## config.mk

```make
export PLATFORM = sky130hd
export DESIGN_NAME = sdram_port_arbiter
export DESIGN_NICKNAME = d
export VERILOG_FILES = /design/src/rtl/sdram_arb_pkg.sv /design/src/rtl/sdram_arb_req_slot.sv /design/src/rtl/sdram_port_arbiter.sv
export SDC_FILE = /design/constraint.sdc
export NUM_CORES = 1
export LEC_CHECK = 0
export CAP_MARGIN = 5
export CORE_UTILIZATION = 45
export DETAILED_ROUTE_END_ITERATION = 10
export PLACE_DENSITY = 0.76
export SETUP_SLACK_MARGIN = 0.2
export SLEW_MARGIN = 20
export SYNTH_ARGS = -nofsm -noshare
export SYNTH_HDL_FRONTEND = slang
export SYNTH_SLANG_ARGS = --single-unit
```

## constraint.sdc

```tcl
create_clock -name clock -period 3.4 [get_ports clock]
set_input_delay 1.02 -clock clock [delete_from_list [all_inputs] [get_ports clock]]
set_output_delay 1.02 -clock clock [all_outputs]
set_load 0.1 [all_outputs]
```

## src/rtl/sdram_arb_pkg.sv

```systemverilog
// Shared types and constants for the two-port SDRAM arbiter.
package sdram_arb_pkg;

    typedef enum logic [1:0] {
        ST_IDLE  = 2'd0,
        ST_ISSUE = 2'd1,
        ST_WAIT  = 2'd2
    } arb_state_t;

    localparam logic PORT_SCANOUT = 1'b0;
    localparam logic PORT_DRAWER  = 1'b1;

    localparam int WAIT_CNT_W = 10;

    typedef struct packed {
        logic [31:0] addr;
        logic        rw;
        logic [31:0] data;
        logic [3:0]  wmask;
    } arb_req_t;

endpackage

```

## src/rtl/sdram_arb_req_slot.sv

```systemverilog
// One-deep pending request slot for a single arbiter port, with overflow detection.
module sdram_arb_req_slot
    import sdram_arb_pkg::*;
(
    input  logic        clock,
    input  logic        reset,
    input  logic        in_valid,
    input  logic [31:0] addr,
    input  logic        rw,
    input  logic [31:0] data,
    input  logic [3:0]  wmask,
    input  logic        clear,
    output logic        pending,
    output arb_req_t    req,
    output logic        overflow
);

    // A pulse arriving while the slot is full is dropped; the slot keeps the older request.
    assign overflow = in_valid && pending;

    always_ff @(posedge clock) begin
        if (!reset) begin
            pending <= 1'b0;
            req     <= '0;
        end else if (in_valid && !pending) begin
            pending    <= 1'b1;
            req.addr   <= addr;
            req.rw     <= rw;
            req.data   <= data;
            req.wmask  <= wmask;
        end else if (clear) begin
            pending <= 1'b0;
        end
    end

endmodule

```

## src/rtl/sdram_port_arbiter.sv

```systemverilog
// Two-port SDRAM arbiter (scanout / frame drawer) with wait timeout and sticky error flags.
// Optional macro ARB_ROUND_ROBIN_EN selects round-robin instead of fixed port-0 priority.
module sdram_port_arbiter
    import sdram_arb_pkg::*;
#(
    parameter int MAX_WAIT = 255
) (
    input  logic        clock,
    input  logic        reset,

    input  logic [31:0] rq0_addr,
    input  logic        rq0_rw,
    input  logic [31:0] rq0_data_in,
    input  logic [3:0]  rq0_wmask,
    input  logic        rq0_in_valid,
    output logic [31:0] rq0_data_out,
    output logic        rq0_done,

    input  logic [31:0] rq1_addr,
    input  logic        rq1_rw,
    input  logic [31:0] rq1_data_in,
    input  logic [3:0]  rq1_wmask,
    input  logic        rq1_in_valid,
    output logic [31:0] rq1_data_out,
    output logic        rq1_done,

    output logic [31:0] sd_addr,
    output logic        sd_rw,
    output logic [31:0] sd_data_in,
    output logic [3:0]  sd_wmask,
    output logic        sd_in_valid,
    input  logic [31:0] sd_data_out,
    input  logic        sd_done,

    output logic        err_timeout,
    output logic        err_overflow
);

    localparam logic [WAIT_CNT_W-1:0] WAIT_LIMIT = WAIT_CNT_W'(MAX_WAIT - 1);

    arb_state_t            state;
    logic                  grant;
    logic [WAIT_CNT_W-1:0] wait_cnt;
    logic                  pending0, pending1;
    logic                  overflow0, overflow1;
    logic                  clear0, clear1;
    logic                  finish;
    logic                  next_grant;
    arb_req_t              slot0, slot1, grant_req;

`ifdef ARB_ROUND_ROBIN_EN
    logic                  last_grant;
`endif

    sdram_arb_req_slot u_slot0 (
        .clock    (clock),
        .reset    (reset),
        .in_valid (rq0_in_valid),
        .addr     (rq0_addr),
        .rw       (rq0_rw),
        .data     (rq0_data_in),
        .wmask    (rq0_wmask),
        .clear    (clear0),
        .pending  (pending0),
        .req      (slot0),
        .overflow (overflow0)
    );

    sdram_arb_req_slot u_slot1 (
        .clock    (clock),
        .reset    (reset),
        .in_valid (rq1_in_valid),
        .addr     (rq1_addr),
        .rw       (rq1_rw),
        .data     (rq1_data_in),
        .wmask    (rq1_wmask),
        .clear    (clear1),
        .pending  (pending1),
        .req      (slot1),
        .overflow (overflow1)
    );

    // A transaction ends either on sd_done or when the wait budget runs out.
    assign finish = (state == ST_WAIT) && (sd_done || (wait_cnt >= WAIT_LIMIT));
    assign clear0 = finish && (grant == PORT_SCANOUT);
    assign clear1 = finish && (grant == PORT_DRAWER);

    always_comb begin
        next_grant = PORT_SCANOUT;
`ifdef ARB_ROUND_ROBIN_EN
        if (pending0 && pending1) begin
            next_grant = ~last_grant;
        end else if (pending1) begin
            next_grant = PORT_DRAWER;
        end
`else
        if (!pending0 && pending1) begin
            next_grant = PORT_DRAWER;
        end
`endif
    end

    assign grant_req = (next_grant == PORT_DRAWER) ? slot1 : slot0;

`ifdef ARB_ROUND_ROBIN_EN
    always_ff @(posedge clock) begin
        if (!reset) begin
            last_grant <= PORT_DRAWER;
        end else if (state == ST_IDLE && (pending0 || pending1)) begin
            last_grant <= next_grant;
        end
    end
`endif

    always_ff @(posedge clock) begin
        if (!reset) begin
            state        <= ST_IDLE;
            grant        <= PORT_SCANOUT;
            wait_cnt     <= '0;
            sd_addr      <= '0;
            sd_rw        <= 1'b0;
            sd_data_in   <= '0;
            sd_wmask     <= '0;
            sd_in_valid  <= 1'b0;
            rq0_data_out <= '0;
            rq1_data_out <= '0;
            rq0_done     <= 1'b0;
            rq1_done     <= 1'b0;
            err_timeout  <= 1'b0;
            err_overflow <= 1'b0;
        end else begin
            sd_in_valid <= 1'b0;
            rq0_done    <= 1'b0;
            rq1_done    <= 1'b0;
            if (overflow0 || overflow1) begin
                err_overflow <= 1'b1;
            end

            case (state)
                ST_IDLE: begin
                    if (pending0 || pending1) begin
                        grant       <= next_grant;
                        sd_addr     <= grant_req.addr;
                        sd_rw       <= grant_req.rw;
                        sd_data_in  <= grant_req.data;
                        sd_wmask    <= grant_req.wmask;
                        sd_in_valid <= 1'b1;
                        state       <= ST_ISSUE;
                    end
                end
                ST_ISSUE: begin
                    wait_cnt <= '0;
                    state    <= ST_WAIT;
                end
                ST_WAIT: begin
                    // A timed-out transaction still completes, but with zeroed read data.
                    if (sd_done) begin
                        if (grant == PORT_SCANOUT) begin
                            rq0_data_out <= sd_data_out;
                            rq0_done     <= 1'b1;
                        end else begin
                            rq1_data_out <= sd_data_out;
                            rq1_done     <= 1'b1;
                        end
                        state <= ST_IDLE;
                    end else if (wait_cnt >= WAIT_LIMIT) begin
                        err_timeout <= 1'b1;
                        if (grant == PORT_SCANOUT) begin
                            rq0_data_out <= '0;
                            rq0_done     <= 1'b1;
                        end else begin
                            rq1_data_out <= '0;
                            rq1_done     <= 1'b1;
                        end
                        state <= ST_IDLE;
                    end else if (wait_cnt != '1) begin
                        wait_cnt <= wait_cnt + 1'b1;
                    end
                end
                default: state <= ST_IDLE;
            endcase
        end
    end

endmodule

```

After elaboration in Yosys (flattened, before gate mapping)
Index checks and enable logic that the tools add are counted.

Bits in read-only memories: 0. Input bits: 175. Word-level logic and storage cells: 91. Output and inout port bits: 138. Latch bits: 0. Bits in writable memories: 0. Memories kept: 0. Register bits after elaboration: 291.

Add/subtract/negate cells: 1. Multiplexer cells: 29. Shift operators: 0. Div/mod/pow operators: 0. Reduce and logical (&&, ||, !) cells: 26. Bitwise gates (word level): 2. Multipliers: 0. Equality and inequality tests: 8. $lt $le $gt $ge: 1.

Operator list (number): 2-to-1 mux 32 bit (8); 2-to-1 mux 69 bit (1); 2-to-1 mux 10 bit (3); case mux 10 bit (2 select lines) (1); 2-to-1 mux 1 bit (12); adder 10 x 1 -> 10 bit (second input constant) (1); >= comparator 10 x 8 -> 1 bit (second input constant) (1); != test 10 bit (second input constant) (1); AND reduction 3 bit (3); logical AND 1 bit (8); AND reduction 2 bit (4); nonzero test 2 bit (4); 2-to-1 mux 2 bit (3); != test 2 bit (second input constant) (3); case mux 2 bit (3 select lines) (1); AND reduction 4 bit (1); logical OR 1 bit (3); != test 3 x 2 -> 1 bit (second input constant) (1); equality test 2 x 1 -> 1 bit (second input constant) (1); equality test 2 bit (second input constant) (1); zero test 1 bit (2); zero test 2 bit (1); != test 2 x 1 -> 1 bit (second input constant) (1); inverter 1 bit (2).

Logic depth before layout (Yosys ltp)
Depth after elaboration: 6. Mapped depth: 8. Mapped depth without buffers: 6.

Cells and area by module
From an unflattened synthesis, not the netlist that was laid out.

Cell total of the unflattened synthesis: 1311. Area, all modules: 11885.1 sq um.

Modules (own cells, without submodules): sdram_port_arbiter (area an instance 6334.8 sq um, times used 1, sequential area each 3022.9 sq um, cells an instance 703); sdram_arb_req_slot (area an instance 2775.2 sq um, times used 2, sequential area each 1401.3 sq um, cells an instance 304).

Worst setup path before layout
No wires, ideal clock.

Kind: input to register. Start point: in reset. End point: reg u_slot0.req[25] (netlist bit). Setup time: 0.132 ns. Arrival: 1.892 ns. Slack: 1.376 ns. Stages: 5. Cells stage by stage: clkbuf_1 > inv_2 > clkbuf_1 > buf_1 > a21oi_1.

RTL lines: start, declared (line sdram_port_arbiter.sv:9) `input logic reset,`; end, declared (line sdram_arb_req_slot.sv:14) `output arb_req_t req,`.

No word-level cell between the ends.

Worst setup path in the final report
Start point: reg sd_addr[26]. End point: out sd_addr[26].

RTL lines: start, declared (line sdram_port_arbiter.sv:27) `output logic [31:0] sd_addr,`; start signal, assigned (line sdram_port_arbiter.sv:143) `sd_addr <= grant_req.addr;`.

No word-level cell between the ends.

==> impl_metrics.toml <==
[die]
initial_core_util = 0.463
die_w_um = 158
core_area_um2 = 23700
design.portCount = 313
die_h_um = 158
rows = 56
die_area_um2 = 25000

[critical_path]
start_kind = "register"
slowest_delay_ns = 0.39
crit_chain = "buf_4"
cpMaxStageDelayCell = "dfxtp_1"
r2r_setup_slack_ns = 1.31
crit_cells = 1
worst_ep_arrival_time_ns = 1.26
critPathKind = "reg2out"
cp-startpoint = "sd_addr[26]"
end_kind = "output pin"
rr_startpoint = "wait_cnt[0]"
cp_max_fo = 2
crit_family = "flip-flops"
cp.required_ns = 2.38
reg2reg_to = "rq0_data_out[21]"
cp.buffers_inverters = 1
endpoint = "sd_addr[26]"
worstRegToRegCells = 7

[sta]
period_minus_slack_ns = 2.28
tightest_slew_ns = 0.854
holdWs_ns = 0.453
finalSetupViolations = 0
max_freq_mhz = 439
setup_tns_ns = 0
period_share = 0.670
hold_viol_final = 0
rsz0062_at_grt = "false"
skew_ns = 0.0188
slew_headroom = 0.431
drv_slew = 0

[cts]
clk_pin_slew_ns = 0.06
post_cts_buffers = 0
cts_buffers = 29
htreeDepth = 1
cts-resized-gates = 0
holdBufCountCts = 0
cts_tree = "done"
clock_sinks = 291
cts_root_buffer = "clkbuf_16"
clockBufferDepth = 3
clkLatencyLatePin_ns = 0.55

[worst_hold_path]
hp-class = "reg2reg"
holdCritStartpoint = "u_slot1.req[21]"

[power]
p_sw_frac = 0.307
power_mw = 9.14
p_switching_mw = 2.80
seq_power_share = 0.411
clkPwrFrac = 0.379
combPwrFrac = 0.210
p_leak_nw = 6.06
max-vdd-ir-drop_v = 0.000328
internal_power_mw = 6.34
power_density_nw_per_um2 = 606

[synth]
synth-seq-cells = 291
ys_types = 38
synthTopCellsByArea = "dfxtp_1, nand2_1, a21oi_1"
ys_seq_area_frac = 0.531
syn_avg_cell_area_um2 = 8.45
synth_area_leader_cell = "dfxtp_1"
syn_inst = 1297
synth_top_cell_area_share = 0.531
syn-num-nets = 1474
ys_warn_count = 0
syn_area_um2 = 11000

[layout]
fin_area_um2 = 15100
fillers = 2029
nNetsFinal = 1729
fin_cells = 1895
syn_to_final_growth_pct = 37.5
drive_gt1_frac = 0.143

[outcome]
status = "finished clean"

[grt]
grt_pass1_wl_mm = 47.6
grt_overflow = 0
grt_max_degree = 139
track_usage = 0.239
antenna_found_initial = 2
grt_pass1_vias = 9376

[route]
drt_iter0_markers = 764
drt-total-wl_mm = 31.2
drc = 0
wire_per_inst_um = 16.5
first_pass_iters = 5
ant_nets = 0
vias = 10000
via_per_inst = 5.30

[place]
gp_congestion = 0.799
dp_hpwl_mm = 20.5
numPortBuffers = 312
dp.cells = 1840
place_area_um2 = 14000

[flow_run]
max_cap_viol_count = 0
-- metal layers --
| layer | up-vias | part of all wire | GRT usage |
|---|---|---|---|
| met5 | - | 0 | 0 |
| met4 | 0 | 0.028 | 0.0737 |
| met3 | 59 | 0.082 | 0.0580 |
| met2 | 363 | 0.48 | 0.416 |
| met1 | 4670 | 0.41 | 0.290 |
| li1 | 4951 | - | - |
-- through the flow --
step | util | setup WS [ns]
floorplan | - | 1.38
global placement | 0.592 | 0.726
detailed placement | 0.592 | 0.711
CTS | 0.636 | 1.12
global route | 0.636 | 1.10
finish | 0.636 | 1.12
-- how the worst min path moves through the flow --
stage | endpoint | cells past startpoint
final | u_slot1.req[21] | 2
after global routing | u_slot1.req[67] | 2
after CTS | u_slot1.req[42] | 2
after detailed placement | u_slot1.req[42] | 2
after global placement | u_slot0.req[24] | 2
after floorplan | u_slot1.req[0] | 2
-- worst reg2reg max path, stage by stage (launching register included) --
cell,delay (ns)
dfxtp_1,0.40
inv_1,0.08
ha_1,0.21
o211ai_2,0.21
o21a_2,0.18
buf_4,0.54
o21ai_1,0.20
a21oi_1,0.19
-- final cells by class --
cell class	instances	area (um^2)	area share
timing repair buffer	338	3090	0.205
antenna	2	5.00	0.000332
inverter	2	15.0	0.000996
clock inverter	11	215	0.0143
clock buffer	42	835	0.0554
multi-input combinational	890	4680	0.311
sequential	291	5830	0.387
tap	319	399	0.0265
-- cell usage after synthesis (all sizes together) --
| master | count |
|---|---|
| dfxtp | 291 |
| nand2 | 283 |
| a21oi | 210 |
| nor2 | 81 |
| clkbuf | 74 |
| mux2i | 71 |
| a211oi | 70 |
| o21ai | 70 |
| nand3 | 65 |
| buf | 40 |
| nand2b | 7 |
| nor2b | 4 |
| and2 | 3 |
| nand4 | 3 |
| nor3 | 3 |
| o21a | 3 |
| ha | 2 |
| inv | 2 |
| nor4 | 2 |
| o211ai | 2 |
| or3 | 2 |
| xor2 | 2 |
| a221oi | 1 |
| and3 | 1 |
| and4bb | 1 |
| nor3b | 1 |
| o2111ai | 1 |
| o31ai | 1 |
| or4 | 1 |
-- power groups by stage --
| stage | logic, mW | registers [mW] | clock network (mW) |
|---|---|---|---|
| after floorplan | 0.542 | 4.61 | 0 |
| after global routing | 2.03 | 3.78 | 3.65 |
| after global placement | 1.91 | 3.82 | 0 |
| final | 1.92 | 3.75 | 3.46 |
| after CTS | 1.93 | 3.75 | 3.52 |
| after detailed placement | 1.92 | 3.83 | 0 |
-- cells in the final DEF (no fill, tap or decap), types with 3 or more instances in the layout --
cell | synthesis | final
buf_4 | 0 | 154
nand4_1 | 3 | 3
nor2_1 | 81 | 81
clkbuf_16 | 0 | 29
a21oi_1 | 210 | 210
nand2_1 | 283 | 283
mux2i_1 | 71 | 71
clkbuf_1 | 74 | 7
nand3_1 | 64 | 64
buf_12 | 0 | 10
o21ai_1 | 61 | 61
a211oi_1 | 70 | 70
o21ai_0 | 9 | 9
clkdlybuf4s50_1 | 0 | 173
nand2b_1 | 6 | 3
bufinv_16 | 0 | 6
and2_1 | 3 | 3
nand2b_2 | 1 | 3
clkbuf_8 | 0 | 6
dfxtp_1 | 291 | 291
-- cells by family (layout without fill, tap and decap cells) --
| kind of cell | after synthesis | count (layout) | share of synthesized area |
|---|---|---|---|
| AO/OA/AOI/OAI | 358 | 358 | 0.182 |
| XOR/XNOR | 2 | 2 | 0.00160 |
| adder cells (fa/ha/maj) | 2 | 2 | 0.00228 |
| buffers and inverters | 116 | 393 | 0.0447 |
| flip-flops | 291 | 291 | 0.531 |
| multiplexers | 71 | 71 | 0.0648 |
| other | 0 | 2 | 0 |
| AND/OR/NAND/NOR | 457 | 457 | 0.173 |
-- sequential cells by signal, indices dropped and copies added (netlist names) --
register,flops
sd_in_valid,1
u_slot0.req,69
rq0_data_out,32
sd_data_in,32
err_timeout,1
wait_cnt,10
sd_wmask,4
state,2
u_slot1.pending,1
u_slot0.pending,1
rq1_done,1
grant,1
err_overflow,1
rq1_data_out,32
sd_addr,32
u_slot1.req,69
rq0_done,1
sd_rw,1
Power figures use the tool's default switching activity.
